## src/rtl/usb_output.sv

```systemverilog
// FT245 transmit path: buffers outgoing bytes in a small FIFO and writes each
// one to the FTDI chip using the TXE#/WR handshake.
module usb_output #(
    parameter int DEPTH          = 16,
    parameter int ADDR_W         = 4,
    parameter int SETUP_CYCLES   = 1,
    parameter int STROBE_CYCLES  = 3,
    parameter int HOLD_CYCLES    = 1,
    parameter int RECOVER_CYCLES = 4
) (
    input  logic        i_clk,
    input  logic        i_rst_n,
    input  logic [7:0]  i_din,
    input  logic        i_din_valid,
    output logic        o_din_ready,
    input  logic        i_txe,
    output logic [7:0]  o_data_out,
    output logic        o_data_oe,
    output logic        o_wr,
    output logic        o_busy,
    output logic [15:0] o_bytes_sent,
    output logic [2:0]  o_state
);

    localparam logic [2:0] S_IDLE    = 3'd0;
    localparam logic [2:0] S_SETUP   = 3'd1;
    localparam logic [2:0] S_STROBE  = 3'd2;
    localparam logic [2:0] S_HOLD    = 3'd3;
    localparam logic [2:0] S_RECOVER = 3'd4;

    localparam logic [7:0]      SETUP_LAST   = 8'(SETUP_CYCLES - 1);
    localparam logic [7:0]      STROBE_LAST  = 8'(STROBE_CYCLES - 1);
    localparam logic [7:0]      HOLD_LAST    = 8'(HOLD_CYCLES - 1);
    localparam logic [7:0]      RECOVER_LAST = 8'(RECOVER_CYCLES - 1);
    localparam logic [ADDR_W:0] FULL_CNT     = (ADDR_W + 1)'(DEPTH);

    logic [7:0]      r_mem [DEPTH];
    logic [ADDR_W-1:0] r_wptr;
    logic [ADDR_W-1:0] r_rptr;
    logic [ADDR_W:0] r_count;

    logic            r_txe_m;
    logic            r_txe_s;

    logic [2:0]      r_state;
    logic [7:0]      r_tcnt;
    logic [7:0]      r_data_out;
    logic            r_data_oe;
    logic            r_wr;
    logic [15:0]     r_bytes_sent;

    logic            w_push;
    logic            w_pop;

    assign o_din_ready = (r_count != FULL_CNT);
    assign w_push      = i_din_valid & o_din_ready;
    // The FSM is the only consumer; it pops exactly when it launches a write.
    assign w_pop       = (r_state == S_IDLE) & (r_count != '0) & ~r_txe_s;

    always_ff @(posedge i_clk) begin
        if (w_push)
            r_mem[r_wptr] <= i_din;
    end

    always_ff @(posedge i_clk or negedge i_rst_n) begin
        if (!i_rst_n) begin
            r_wptr  <= '0;
            r_rptr  <= '0;
            r_count <= '0;
        end else begin
            if (w_push)
                r_wptr <= r_wptr + 1'b1;
            if (w_pop)
                r_rptr <= r_rptr + 1'b1;
            case ({w_push, w_pop})
                2'b10:   r_count <= r_count + 1'b1;
                2'b01:   r_count <= r_count - 1'b1;
                default: r_count <= r_count;
            endcase
        end
    end

    // Reset to 1 so nothing is written until the chip reports room.
    always_ff @(posedge i_clk or negedge i_rst_n) begin
        if (!i_rst_n) begin
            r_txe_m <= 1'b1;
            r_txe_s <= 1'b1;
        end else begin
            r_txe_m <= i_txe;
            r_txe_s <= r_txe_m;
        end
    end

    always_ff @(posedge i_clk or negedge i_rst_n) begin
        if (!i_rst_n) begin
            r_state      <= S_IDLE;
            r_tcnt       <= '0;
            r_data_out   <= '0;
            r_data_oe    <= 1'b0;
            r_wr         <= 1'b0;
            r_bytes_sent <= '0;
        end else begin
            case (r_state)
                S_IDLE: begin
                    if (w_pop) begin
                        r_data_out <= r_mem[r_rptr];
                        r_data_oe  <= 1'b1;
                        r_tcnt     <= '0;
                        r_state    <= S_SETUP;
                    end
                end
                S_SETUP: begin
                    if (r_tcnt == SETUP_LAST) begin
                        r_tcnt  <= '0;
                        r_wr    <= 1'b1;
                        r_state <= S_STROBE;
                    end else begin
                        r_tcnt <= r_tcnt + 1'b1;
                    end
                end
                S_STROBE: begin
                    if (r_tcnt == STROBE_LAST) begin
                        r_tcnt  <= '0;
                        r_wr    <= 1'b0;
                        r_state <= S_HOLD;
                    end else begin
                        r_tcnt <= r_tcnt + 1'b1;
                    end
                end
                S_HOLD: begin
                    if (r_tcnt == HOLD_LAST) begin
                        r_tcnt       <= '0;
                        r_data_oe    <= 1'b0;
                        r_bytes_sent <= r_bytes_sent + 1'b1;
                        r_state      <= S_RECOVER;
                    end else begin
                        r_tcnt <= r_tcnt + 1'b1;
                    end
                end
                // TXE# lags through the synchronizer, so ignore it for a while.
                S_RECOVER: begin
                    if (r_tcnt == RECOVER_LAST) begin
                        r_tcnt  <= '0;
                        r_state <= S_IDLE;
                    end else begin
                        r_tcnt <= r_tcnt + 1'b1;
                    end
                end
                default: begin
                    r_tcnt    <= '0;
                    r_wr      <= 1'b0;
                    r_data_oe <= 1'b0;
                    r_state   <= S_IDLE;
                end
            endcase
        end
    end

    assign o_data_out   = r_data_out;
    assign o_data_oe    = r_data_oe;
    assign o_wr         = r_wr;
    assign o_bytes_sent = r_bytes_sent;
    assign o_state      = r_state;
    assign o_busy       = (r_count != '0) | (r_state != S_IDLE);

endmodule

```

## config.mk

```make
export PLATFORM = sky130hd
export DESIGN_NAME = usb_output
export DESIGN_NICKNAME = d
export VERILOG_FILES = /design/src/rtl/usb_output.sv
export SDC_FILE = /design/constraint.sdc
export NUM_CORES = 1
export LEC_CHECK = 0
export ABC_AREA = 0
export CAP_MARGIN = 25
export CORE_UTILIZATION = 63
export CTS_BUF_LIST = sky130_fd_sc_hd__clkbuf_4
export DETAILED_ROUTE_END_ITERATION = 16
export PLACE_DENSITY_LB_ADDON = 0.08
export SLEW_MARGIN = 0
export SYNTH_ARGS = -nofsm -noshare
export SYNTH_HDL_FRONTEND = slang
export SYNTH_SLANG_ARGS = --single-unit
```

## constraint.sdc

```tcl
create_clock -name i_clk -period 4.9 [get_ports i_clk]
set_clock_uncertainty 0.05 [all_clocks]
set_input_delay 0.735 -clock i_clk [delete_from_list [all_inputs] [get_ports i_clk]]
set_output_delay 0.735 -clock i_clk [all_outputs]
set_load 0.05 [all_outputs]
```

Yosys cells after proc, flatten, opt, wreduce, memory -nomap -nowiden
Memory sizes are Yosys's and may differ from the RTL's. A register that Yosys moved wholly into a read port is not among the register bits.
Index checks and enable logic that the tools add are counted.
{ "totals": {"out_inout_bits": 31, "n_memories": 1, "input_bits": 12, "word_cells": 72, "mem_bits_rw": 128, "register_bits": 44} }
{ "op_classes": {"eq_ne": 14, "n_reduce_logical": 14, "bitwise": 7, "muxes": 20, "addsub": 6} }
{ "mem_list": {"columns": ["memory", "depth", "word_bits", "read_ports", "rd_ports_with_merged_regs", "write_ports", "line", "rtl"], "rows": [
  ["r_mem", 16, 8, 1, 1, 1, "37", "logic [7:0] r_mem [DEPTH];"]
]} }
{ "op_table": {"columns": ["op", "count"], "rows": [
  ["$mux 8", 4],
  ["$pmux 8 s4", 1],
  ["$add 16x1->16 const B", 1],
  ["$eq 8x2->1 const B", 2],
  ["$mux 3", 5],
  ["$pmux 3 s5", 1],
  ["$ne 2x2->1 const B", 5],
  ["$pmux 5 s2", 1],
  ["$add 4x1->4 const B", 2],
  ["$add 8x1->8 const B", 1],
  ["$logic_not 8->1", 1],
  ["$eq 3x2->1 const B", 2],
  ["$mux 1", 6],
  ["$pmux 1 s3", 2],
  ["$reduce_and 3->1", 2],
  ["$reduce_or 3->1", 2],
  ["$add 5x1->5 const B", 1],
  ["$ne 5x5->1 const B", 1],
  ["$reduce_and 5->1", 1],
  ["$reduce_bool 5->1", 1],
  ["$sub 5x1->5 const B", 1],
  ["$reduce_and 2->1", 2],
  ["$and 1x1->1", 3],
  ["$eq 3x1->1 const B", 1],
  ["10 further kinds", 12]
]} }

Logic depth before layout (Yosys ltp)
Gate-level depths: netlist of run 1.
{ "logic_depth": {"word_depth": 5, "mapped_depth": 13} }

Worst setup path before layout of run 1
No wires, ideal clock.
{ "synth_timing": {"path_type": "register -> register", "start": "register r_count[1]", "end": "register r_count[4]", "stages_incl_launch_ff": 14, "setup_slack_ps": 1647, "path_buffers": 3, "setup_time_ps": 129, "t_arrival_ps": 3074, "path_cell_list": "dfrtp_1 -> clkbuf_1 -> or4_1 -> o21ai_0 -> clkbuf_1 -> inv_1 -> ha_1 -> clkbuf_1 -> xor2_1 -> ha_1 -> o211a_1 -> o31ai_1 -> a31oi_1 -> xor2_1"} }
{ "synth_between": {"elab_chain_len": 5} }
{ "synth_lines": {"columns": ["element", "line", "rtl"], "rows": [
  ["start: declaration", "40", "logic [ADDR_W:0] r_count;"],
  ["start signal: assignment", "76", "2'b10: r_count <= r_count + 1'b1;"],
  ["start signal: assignment", "77", "2'b01: r_count <= r_count - 1'b1;"],
  ["start signal: assignment", "78", "default: r_count <= r_count;"],
  ["$reduce_bool 5->1 *", "58", "assign w_pop = (r_state == S_IDLE) & (r_count != '0) & ~r_txe_s;"],
  ["$and 1x1->1 * (2 in series)", "58", null],
  ["net w_pop", "53", "logic w_pop;"],
  ["$eq 2x1->1 / $eq 2x2->1 (equally long branches)", "75", "case ({w_push, w_pop})"],
  ["$pmux 5 s2 / $reduce_bool 2->1 (equally long branches)", null, null]
]} }
The timed path passes the listed nets; every way through them passes the cells marked *.
A chain may end at the register's enable or synchronous reset.

Worst setup path after layout of run 1
{ "layout_timing": {"start": "register r_count[1]", "end": "output o_busy"} }
{ "layout_between": {"elab_chain_len": 2} }
{ "layout_lines": {"columns": ["element", "line", "rtl"], "rows": [
  ["$reduce_bool 5->1", "164", "assign o_busy = (r_count != '0) | (r_state != S_IDLE);"],
  ["$or 1x1->1", "164", null],
  ["end: declaration", "20", "output logic o_busy,"]
]} }
Every way passes these cells.

==> summary.md, run 1 <==
| Metric | Value |
|---|---|
| Final period utilization | about 76% |
| CTS tree | built |
| Area delta synth->final | 11.14% |
| Yosys top cell by area | edfxtp_1 |
| Die ar. | 12520 sq um |
| Crit path from | r_count[1] |
| DR WL/cell | about 20 um |
| Worst skew pair latency | 0.58 ns |
| Clk sink count | 180 |
| Die H | 111.9 um |
| Drt drc | 6 |
| Ant diodes | 0 |
| #FFs+latches synth | 180 |
| H-tree depth | 4 |
| Fmax | 268.2 MHz |
| Gpl congestion | 0.8650 |
| Detail Placement HPWL | 9.073 mm |
| GR Overflow Total | 0 |
| Avg Cell Area, Syn | 15.91 sq um |
| Fin. Hold Viols | 0 |
| Vias post-DR | roughly 4200 |
| Clock slew seen by the registers of the worst setup and hold paths | 0.14 ns |
| Clock buffer depth | 2 |
| Cell Area, Synth | 7606 sq um |
| Status | finished, violations left |
| Largest net degree at the start of global routing | 53 |
| # setup viols final | 0 |
| Synth async-reset ratio | a little under 30% |
| P_leak | around 0.0031 uW |
| Reg2Reg Depth | 11 |
| Top_reg_cell synth | edfxtp_1 |
| Core area | 11610 sq um |
| Worst setup EP type | output pin |
| Vias in the first global route | 4262 |
| Fin crit period | 3.728 ns |
| Worst Path Arrival | 2.94 ns |
| Layout cells sized above 1 | 17.50% |
| Synth top area cells | edfxtp_1 (51%), dfrtp_1 (16%), mux4_2 (9.5%) |
| IO buf count | 42 |
| Worst Max-Slew Pin Slew | ~0.8 ns |
| RSZ-0062 raised after global routing | false |
| Die Wd | roughly 110 um |
| Post-DRT Antenna Nets | 0 |
| HP Class | in -> async |
| Sequential-to-total area share from yosys stat | 67.68% |
| Crit Path Category | reg -> out |
| Post-synth cell types | 50 |
| Starting Density | about two thirds |
| Most common cell after layout, fill and taps aside | edfxtp_1 |
| Failing checks | design-rule violations |
| R2R Path End | r_count[4] |
| Row count | 39 |
| DRT Wirelength | 13.82 mm |
| Post-synth EDFFs | 128 |
| Initial DRC Count | roughly 460 |
| DR pass1 iterations | 13 |
| Count of final max-slew check failures | 0 |
| Num ports | 43 |
| Most frequent cells in the layout | edfxtp_1 (128), dfrtp_1 (49), clkdlybuf4s50_1 (41) |
| Power per cell area | 539.5 nW/um^2 |
| Warnings, synthesis | 0 |
| Max-Cap Viols | 0 |
| Worst setup SP type | flip-flop |
| Slew HR | 44.95% |
| Req. time, crit path | 4.12 ns |
| Util after Layout | 72.79% |
| Initial antenna violation count | 0 |
| Nets | 549 |
| Post-CTS Repair Setup Buffers | 0 |
| Global-route wire length before repair | 22.47 mm |
| Setup_tns | 0 ns |
| Hold-fix buffers, CTS | 0 |
| Post_cts resized | 0 |
| Worst vdd ir | 0.3526 mV |
| Last element of the critical path | o_busy |
| Syn Inst Count | ~480 |
| Post-synth top area share | approximately 51% |
| Post-synth net total | 503 |
| Root buffer cell | clkbuf_4 |
| Reg2reg start | r_count[1] |
| GRT Overall Usage | between 20% and 30% |
| Drt via density | between 6 and 7 |
| CTS Buf Count | 17 |
| Worst R2R Setup Slack | 1.72 ns |
| Worst-path maximum fanout | 8 |
Yosys cell counts (5+ instances only):
master    count
xor2_1        9
buf_2         6
nor3_1       11
dfrtp_1      50
nand4_1       6
buf_1         6
mux4_2       32
ha_1         13
nor2_1       22
nand2_1      31
nand3_1      15
mux2_2       10
nand2b_1      5
o21ai_0      14
xnor2_1      19
inv_1        13
clkbuf_1     12
edfxtp_1    128
mux2i_1      16
a22o_1        5
layer usage:
| metal | vias to the layer above | track usage [%] | routed length (um) |
|---|---|---|---|
| met5 | - | 0 | 0 |
| met4 | 0 | 10.18 | 389 |
| met3 | 43 | 5.879 | 726 |
| met2 | 153 | 41.16 | 7151 |
| met1 | 2107 | 31.06 | 5552 |
| li1 | 1919 | - | - |
critical path: stages (launching register included):
cell and delay [ns]:
dfrtp_1 0.48, or4_1 0.63, nor3_1 0.44, inv_1 0.10, clkdlybuf4s50_1 0.72
metrics by stage:
| step | total power [uW] | hold WS, ns | worst slack, ns | instance area [sq um] | std cells |
|---|---|---|---|---|---|
| floorplan | 3342 | 0.2952 | 1.647 | 7606 | 478 |
| global placement | 3746 | 0.3008 | 1.426 | 8157 | 646 |
| global route | 4820 | 0.2413 | 1.003 | 8453 | 680 |
| CTS | 4594 | 0.2015 | 1.128 | 8446 | 679 |
| finish | 4560 | 0.2046 | 1.172 | 8453 | 680 |
| detailed placement | 3806 | 0.2978 | 1.346 | 8164 | 647 |
how the worst min path moves through the flow:
| stage | cells past startpoint | slack (ns) | to |
|---|---|---|---|
| global route | 2 | 0.24 | o_data_oe |
| CTS | 2 | 0.20 | r_count[0] |
| floorplan | 0 | 0.30 | r_txe_s |
| global placement | 0 | 0.30 | r_txe_s |
| detailed placement | 0 | 0.30 | r_txe_s |
| finish | 2 | 0.20 | r_count[2] |
cells by family after synthesis:
group                    after synthesis  synth area share [%]
AO/OA/AOI/OAI                         46                 4.195
XOR/XNOR                              28                 3.224
adder cells (fa/ha/maj)               13                 2.139
buffers and inverters                 37                 1.925
flip-flops                           180                 67.68
multiplexers                          59                 13.26
AND/OR/NAND/NOR                      115                 7.583
registers in the layout, indices dropped and copies added (netlist names), 3 cells and up:
name,flops
o_bytes_sent,16
r_mem,128
r_tcnt,8
r_wptr,4
r_count,5
o_data_out,8
r_rptr,4
o_state,3
where the power goes:
| group | switching [uW] | total, uW | internal [uW] |
|---|---|---|---|
| Clock | 528 | 793 | 265 |
| Combinational | 917 | 1660 | 743 |
| Sequential | 234 | 2110 | 1870 |
layout make-up:
| class | instances | area [sq um] |
|---|---|---|
| well taps | 143 | 178.9 |
| multi-input cells | 261 | 2312 |
| clock inverters | 15 | 153.9 |
| inverters | 13 | 48.80 |
| flip-flops and latches | 180 | 5149 |
| clock buffers | 17 | 127.6 |
| fillers | 756 | 3161 |
| repair buffers | 51 | 483.0 |
No activity file was read; power rests on OpenSTA's default activity.
==> run 2: changes to the inputs <==
--- a/config.mk
+++ b/config.mk
@@ -7,7 +7,7 @@
 export LEC_CHECK = 0
 export ABC_AREA = 0
 export CAP_MARGIN = 25
-export CORE_UTILIZATION = 63
+export CORE_UTILIZATION = 62
 export CTS_BUF_LIST = sky130_fd_sc_hd__clkbuf_4
 export DETAILED_ROUTE_END_ITERATION = 16
 export PLACE_DENSITY_LB_ADDON = 0.08
==> constraint.sdc (replaced) <==
create_clock -name i_clk -period 3.5 [get_ports i_clk]
set_clock_uncertainty 0.05 [all_clocks]
set_input_delay 0.525 -clock i_clk [delete_from_list [all_inputs] [get_ports i_clk]]
set_output_delay 0.525 -clock i_clk [all_outputs]
set_load 0.05 [all_outputs]
==> summary.md, run 2 (synthesized netlist as in run 1, its figures left out) <==
| Metric | Value |
|---|---|
| Die Wd | 112.8 um (+0.79%) |
| Row count | 40 (+2.6%) |
| H-tree depth | 4 (unchanged) |
| Critical path depth | 4 (unchanged) |
| Worst vdd ir | 0.5467 mV (+55%) |
| CTS Buf Count | 17 (unchanged) |
| Crit path largest cell delay | 0.61 ns (-0.11 ns) |
| Worst-path maximum fanout | 8 (unchanged) |
| Post-CTS Repair Setup Buffers | 0 (unchanged) |
| Crit Path Category | reg -> out |
| Worst setup SP type | flip-flop |
| Worst setup EP type | output pin |
| Post-DRT Antenna Nets | 0 (unchanged) |
| # setup viols final | 0 (unchanged) |
| Drt via density | 6.150 (-0.95%) |
| GR Overflow Total | 0 (unchanged) |
| Filler cells | 791 (+4.6%) |
| DR WL/cell | 20.71 um (+1.9%) |
| Number of flip-flops in the largest register | 128 (unchanged) |
| Most Used Layer, Global Route | met2 |
| Fin. Hold Viols | 0 (unchanged) |
| Grt met2 use | 42.18% (+1.0 points) |
| Post-Layout Cell Count | 701 (+3.1%) |
| Req. time, crit path | 2.92 ns (-1.20 ns) |
| Util after Layout | 72.17% (-0.62 points) |
| Most common cell after layout, fill and taps aside | edfxtp_1 |
| GRT Overall Usage | 25.35% (+0.78 points) |
| Cell family with most CP delay | simple AND/OR/NAND/NOR gates |
| Count of final max-slew check failures | 0 (unchanged) |
| Power per cell area | 758.4 nW/um^2 (+41%) |
| Die ar. | 12710 sq um (+1.6%) |
| Vias post-DR | 4311 (+2.1%) |
| Grt met3 use | 5.678% (-0.20 points) |
| Critical-path cell list | or4_1 -> nor3_1 -> inv_1 -> dlymetal6s2s_1 |
| P_leak | 0.003174 uW (+3.7%) |
| Crit path max-delay cell type | or4_1 |
| Initial antenna violation count | 1 (+1) |
| Final period utilization | 85.24% |
| Die H | 112.8 um (+0.79%) |
| Global-route wire length before repair | 23.04 mm (+2.6%) |
| Area delta synth->final | 13.49% |
| Core area | 11960 sq um (+3.0%) |
| Fin crit period | 2.983 ns |
| Nets | 565 (+2.9%) |
| Detail Placement HPWL | 9.593 mm (+5.7%) |
| RSZ-0062 raised after global routing | false |
| IO buf count | 42 (unchanged) |
| HP Class | in -> async |
| CTS tree | built |
| Setup_tns | 0 ns (unchanged) |
| Root buffer cell | clkbuf_4 |
| Vias in the first global route | 4354 (+2.2%) |
| Starting Density | 63.59% (-1.9 points) |
| DRT Wirelength | 14.52 mm (+5.0%) |
| Worst skew pair latency | 0.56 ns (-0.02 ns) |
| WP buf/inv | 2 (unchanged) |
| DR pass1 iterations | 5 (-8) |
| Clk sink count | 180 (unchanged) |
| Clock buffer depth | 2 (unchanged) |
| Worst Path Arrival | 2.41 ns (-0.53 ns) |
| Layout cells sized above 1 | 19.71% (+2.2 points) |
| Gpl congestion | 0.8892 (+2.8%) |
| Drt drc | 0 (-6) |
| Largest Register | r_mem |
| Met1 Resource Use GR | 32.71% (+1.7 points) |
| Most frequent cells in the layout | edfxtp_1 (128), dfrtp_1 (49), clkdlybuf4s50_1 (40) |
| Reg2Reg Depth | 10 (-1) |
| Clock slew seen by the registers of the worst setup and hold paths | 0.13 ns (about the same) |
| Worst Max-Slew Pin Slew | 1.029 ns (+0.2065 ns) |
| Fmax | 335.2 MHz |
| Initial DRC Count | 486 (+5.4%) |
| Placed cell count | 666 (+2.9%) |
| Slew HR | 31.39% (-14 points) |
| Num ports | 43 (unchanged) |
| Max-Cap Viols | 0 (unchanged) |
| Largest net degree at the start of global routing | 44 (-17%) |
| Status | complete, no violations |
-- run 2: cell types whose count changed in the layout (fill, tap and decap cells not counted) --
| cell | change |
|---|---|
| buf_4 | +15 |
| bufinv_16 | +2 |
| clkinv_8 | -2 |
| clkinvlp_4 | -2 |
| buf_12 | +1 |
| clkbuf_4 | +1 |
| clkdlybuf4s50_1 | -1 |
| clkinv_2 | -1 |
| clkinv_4 | +1 |
| diode_2 | +1 |
| dlygate4sd3_1 | +1 |
| dlymetal6s2s_1 | +1 |
| inv_6 | -1 |
| inv_8 | +1 |
-- run 2: final cells by class --
| type | instances | area [sq um] | share of cell area, % |
|---|---|---|---|
| antenna | 1 | 2.502 | 0.02899 |
| multi-input combinational | 261 | 2312 | 26.79 |
| clock buffer | 19 | 142.6 | 1.652 |
| sequential | 180 | 5149 | 59.65 |
| inverter | 13 | 48.80 | 0.5653 |
| tap | 147 | 183.9 | 2.131 |
| clock inverter | 13 | 172.7 | 2.000 |
| timing repair buffer | 67 | 620.6 | 7.189 |
-- run 2: final timing paths --
path,from,endpoint,slack [ns]
worst min register to register,r_txe_m,r_txe_s,0.32
max in group asynchronous,i_rst_n,r_tcnt[1],2.50
worst max register to register,r_count[1],r_count[4],0.60
worst max-delay path,r_count[1],o_busy,0.52
worst min-delay path,i_rst_n,r_count[4],0.25
min in group i_clk,r_txe_m,r_txe_s,0.32
-- run 2: where the power goes --
| group | internal [uW] | switching, uW |
|---|---|---|
| logic | 1080 | 1290 |
| registers | 2620 | 324 |
| clock network | 525 | 702 |
-- run 2: through the flow --
| step | hold slack [ns] | instance area [sq um] | setup slack [ns] | power, uW |
|---|---|---|---|---|
| 6_report | 0.2506 | 8632 | 0.5166 | 6547 |
| 5_1_grt | 0.1919 | 8632 | 0.3586 | 6897 |
| 4_1_cts | 0.03914 | 8597 | 0.06709 | 6596 |
| 3_5_place_dp | 0.2978 | 8282 | 0.5636 | 5377 |
| 3_3_place_gp | 0.3005 | 8282 | 0.6305 | 5292 |
| 2_1_floorplan | 0.1794 | 7606 | 0.2471 | 4678 |
-- run 2: per-layer routing --
metal | routed length (um) | up-vias
li1 | - | 1954
met1 | 5890 | 2164
met2 | 7369 | 157
met3 | 806 | 36
met4 | 448 | 0
met5 | 0 | -
-- run 2: repair_timing --
action / in CTS / in global routing
endpoints found under the setup margin: 0 / 1
resized for setup: 0 / 1
hold buffers: 0 / 1
endpoints found under the hold margin: 0 / 40
==> run 3: changes to the inputs <==
--- a/config.mk
+++ b/config.mk
@@ -7,7 +7,7 @@
 export LEC_CHECK = 0
 export ABC_AREA = 0
 export CAP_MARGIN = 25
-export CORE_UTILIZATION = 62
+export CORE_UTILIZATION = 43
 export CTS_BUF_LIST = sky130_fd_sc_hd__clkbuf_4
 export DETAILED_ROUTE_END_ITERATION = 16
 export PLACE_DENSITY_LB_ADDON = 0.08
==> summary.md, run 3 (synthesized netlist as in run 1, its figures left out) <==
| Metric | Value |
|---|---|
| Status | complete, no violations |
| Final Instance Area | 8735 sq um (+1.2%) |
| Placement Cell Area | 8418 sq um (+1.6%) |
| Worst skew pair latency | 0.58 ns (+0.02 ns) |
| # setup viols final | 0 (unchanged) |
| Largest Register | r_mem |
| Number of flip-flops in the largest register | 128 (unchanged) |
| Post-DRT Antenna Nets | 0 (unchanged) |
| H-tree depth | 4 (unchanged) |
| Drt via density | 5.348 (-13%) |
| CTS tree | built |
| Worst Path Arrival | 2.43 ns (+0.02 ns) |
| Row count | 48 (+20%) |
| Count of final max-slew check failures | 0 (unchanged) |
| Fin crit period | 3.004 ns (+0.02083 ns) |
| RSZ-0062 raised after global routing | false |
| Worst setup EP type | output pin |
| Crit Path Category | reg -> out |
| Crit path from | r_count[1] |
| Gpl congestion | 0.7630 (-14%) |
| GRT Overall Usage | 18.19% (-7.2 points) |
| Req. time, crit path | 2.92 ns (about the same) |
| Num ports | 43 (unchanged) |
| Most common cell after layout, fill and taps aside | edfxtp_1 |
| Worst-path maximum fanout | 8 (unchanged) |
| Crit path largest cell delay | 0.61 ns (about the same) |
| Worst setup SP type | flip-flop |
| Global-route wire length before repair | 23.94 mm (+3.9%) |
| Slew HR | 51.29% (+20 points) |
| Most frequent cells in the layout | edfxtp_1 (128), dfrtp_1 (49), clkdlybuf4s50_1 (40) |
| Worst vdd ir | 0.5243 mV (-4.1%) |
| DR pass1 iterations | 4 (-1) |
| DRT Wirelength | 15.32 mm (+5.5%) |
| Initial DRC Count | 247 (-49%) |
| Power per cell area | 742.8 nW/um^2 (-2.1%) |
| Root buffer cell | clkbuf_4 |
| Largest net degree at the start of global routing | 41 (-6.8%) |
| Die H | 135 um (+20%) |
| IO buf count | 42 (unchanged) |
| Worst Max-Slew Pin Slew | 0.7240 ns (-0.3052 ns) |
| Post-Layout Cell Count | 782 (+12%) |
| Fmax | 332.9 MHz (-0.69%) |
| HP Class | in -> async |
| P_leak | 0.003180 uW (+0.18%) |
| Reg2reg start | r_count[1] |
| Detail Placement HPWL | 10.06 mm (+4.9%) |
| Clk sink count | 180 (unchanged) |
| Vias in the first global route | 4213 (-3.2%) |
| Drt drc | 0 (unchanged) |
| Starting Density | 43.97% (-20 points) |
| Register area | 5149 sq um (unchanged) |
| Clock slew seen by the registers of the worst setup and hold paths | 0.17 ns (+0.04 ns) |
| Nets | 568 (+0.53%) |
| Footprint of the multi-input gates | 2316 sq um (+0.16%) |
| Fin. Hold Viols | 0 (unchanged) |
| Post-CTS Repair Setup Buffers | 0 (unchanged) |
| Final period utilization | 85.83% (+0.60 points) |
| DR WL/cell | 19.59 um (-5.4%) |
| Area delta synth->final | 14.84% |
| Filler cells | 1481 (+87%) |
| Die ar. | 18230 sq um (+43%) |
| Vias post-DR | 4182 (-3.0%) |
| Setup_tns | 0 ns (unchanged) |
| Die Wd | 135 um (+20%) |
| Total power draw | 6488 uW (-0.90%) |
| Crit path max-delay cell type | or4_1 |
| CTS Buf Count | 17 (unchanged) |
| Max-Cap Viols | 0 (unchanged) |
| Core area | 17300 sq um (+45%) |
| Critical-path cell list | or4_1 -> nor3_1 -> inv_1 -> dlymetal6s2s_1 |
| Layout cells sized above 1 | 20.50% (+0.79 points) |
| GR Overflow Total | 0 (unchanged) |
| Placed cell count | 747 (+12%) |
| Initial antenna violation count | 1 (unchanged) |
| Clock buffer depth | 2 (unchanged) |
==> run 3: layout make-up <==
| cell class | count | area share (%) |
|---|---|---|
| diodes | 1 | 0.02865 |
| clock buffers | 17 | 1.461 |
| clock inverters | 15 | 1.762 |
| inverters | 13 | 0.5587 |
| multi-input cells | 261 | 26.51 |
| flip-flops and latches | 180 | 58.95 |
| well taps | 225 | 3.223 |
| repair buffers | 70 | 7.506 |
==> run 3: where the power goes <==
| part | switching [uW] | internal, uW | total (uW) |
|---|---|---|---|
| Combinational | 1260 | 1100 | 2360 |
| Sequential | 361 | 2620 | 2980 |
| Clock | 820 | 330 | 1150 |
| Total | 2440 | 4050 | 6490 |
==> run 3: worst max-delay path: cells and delay by family (launching register included) <==
kind	cells	cell delay, ns
buf+inv	2	0.38
simple gates	2	0.99
flops	1	0.48
==> run 3: final timing paths <==
path / endpoint / slack [ns] / depth (start not counted)
max: o_busy / 0.50 / 4
min: r_wptr[0] / 0.31 / 2
max reg2reg: r_count[4] / 0.63 / 10
min reg2reg: r_txe_s / 0.32 / 0
max in group asynchronous: r_txe_s / 2.53 / 3
min in group i_clk: r_txe_m / 0.31 / 1
==> run 3: repair_timing <==
action	CTS	global route
resized for setup	0	1
endpoints found under the setup margin	0	1
hold buffers	0	1
hold endpoints to repair	0	9
==> run 3: routing by layer <==
layer | up-vias | part of all wire [%] | wire length [um] | track usage, %
met2 | 84 | 50 | 7677 | 30.93
met1 | 2126 | 45 | 6924 | 23.18
met3 | 11 | 3.7 | 566 | 4.092
met4 | 0 | 0.99 | 151 | 5.680
met5 | - | 0 | 0 | 0
li1 | 1961 | - | - | -
==> run 3: per-stage QoR <==
stage | hold WS [ns] | utilization [%] | setup slack (ns)
6_report | 0.3094 | 50.50 | 0.4958
5_1_grt | 0.2465 | 50.50 | 0.3612
4_1_cts | 0.02627 | 50.30 | 0.06242
3_5_place_dp | 0.3003 | 48.67 | 0.5444
3_3_place_gp | 0.3002 | 48.67 | 0.5895
2_1_floorplan | 0.1794 | - | 0.2471
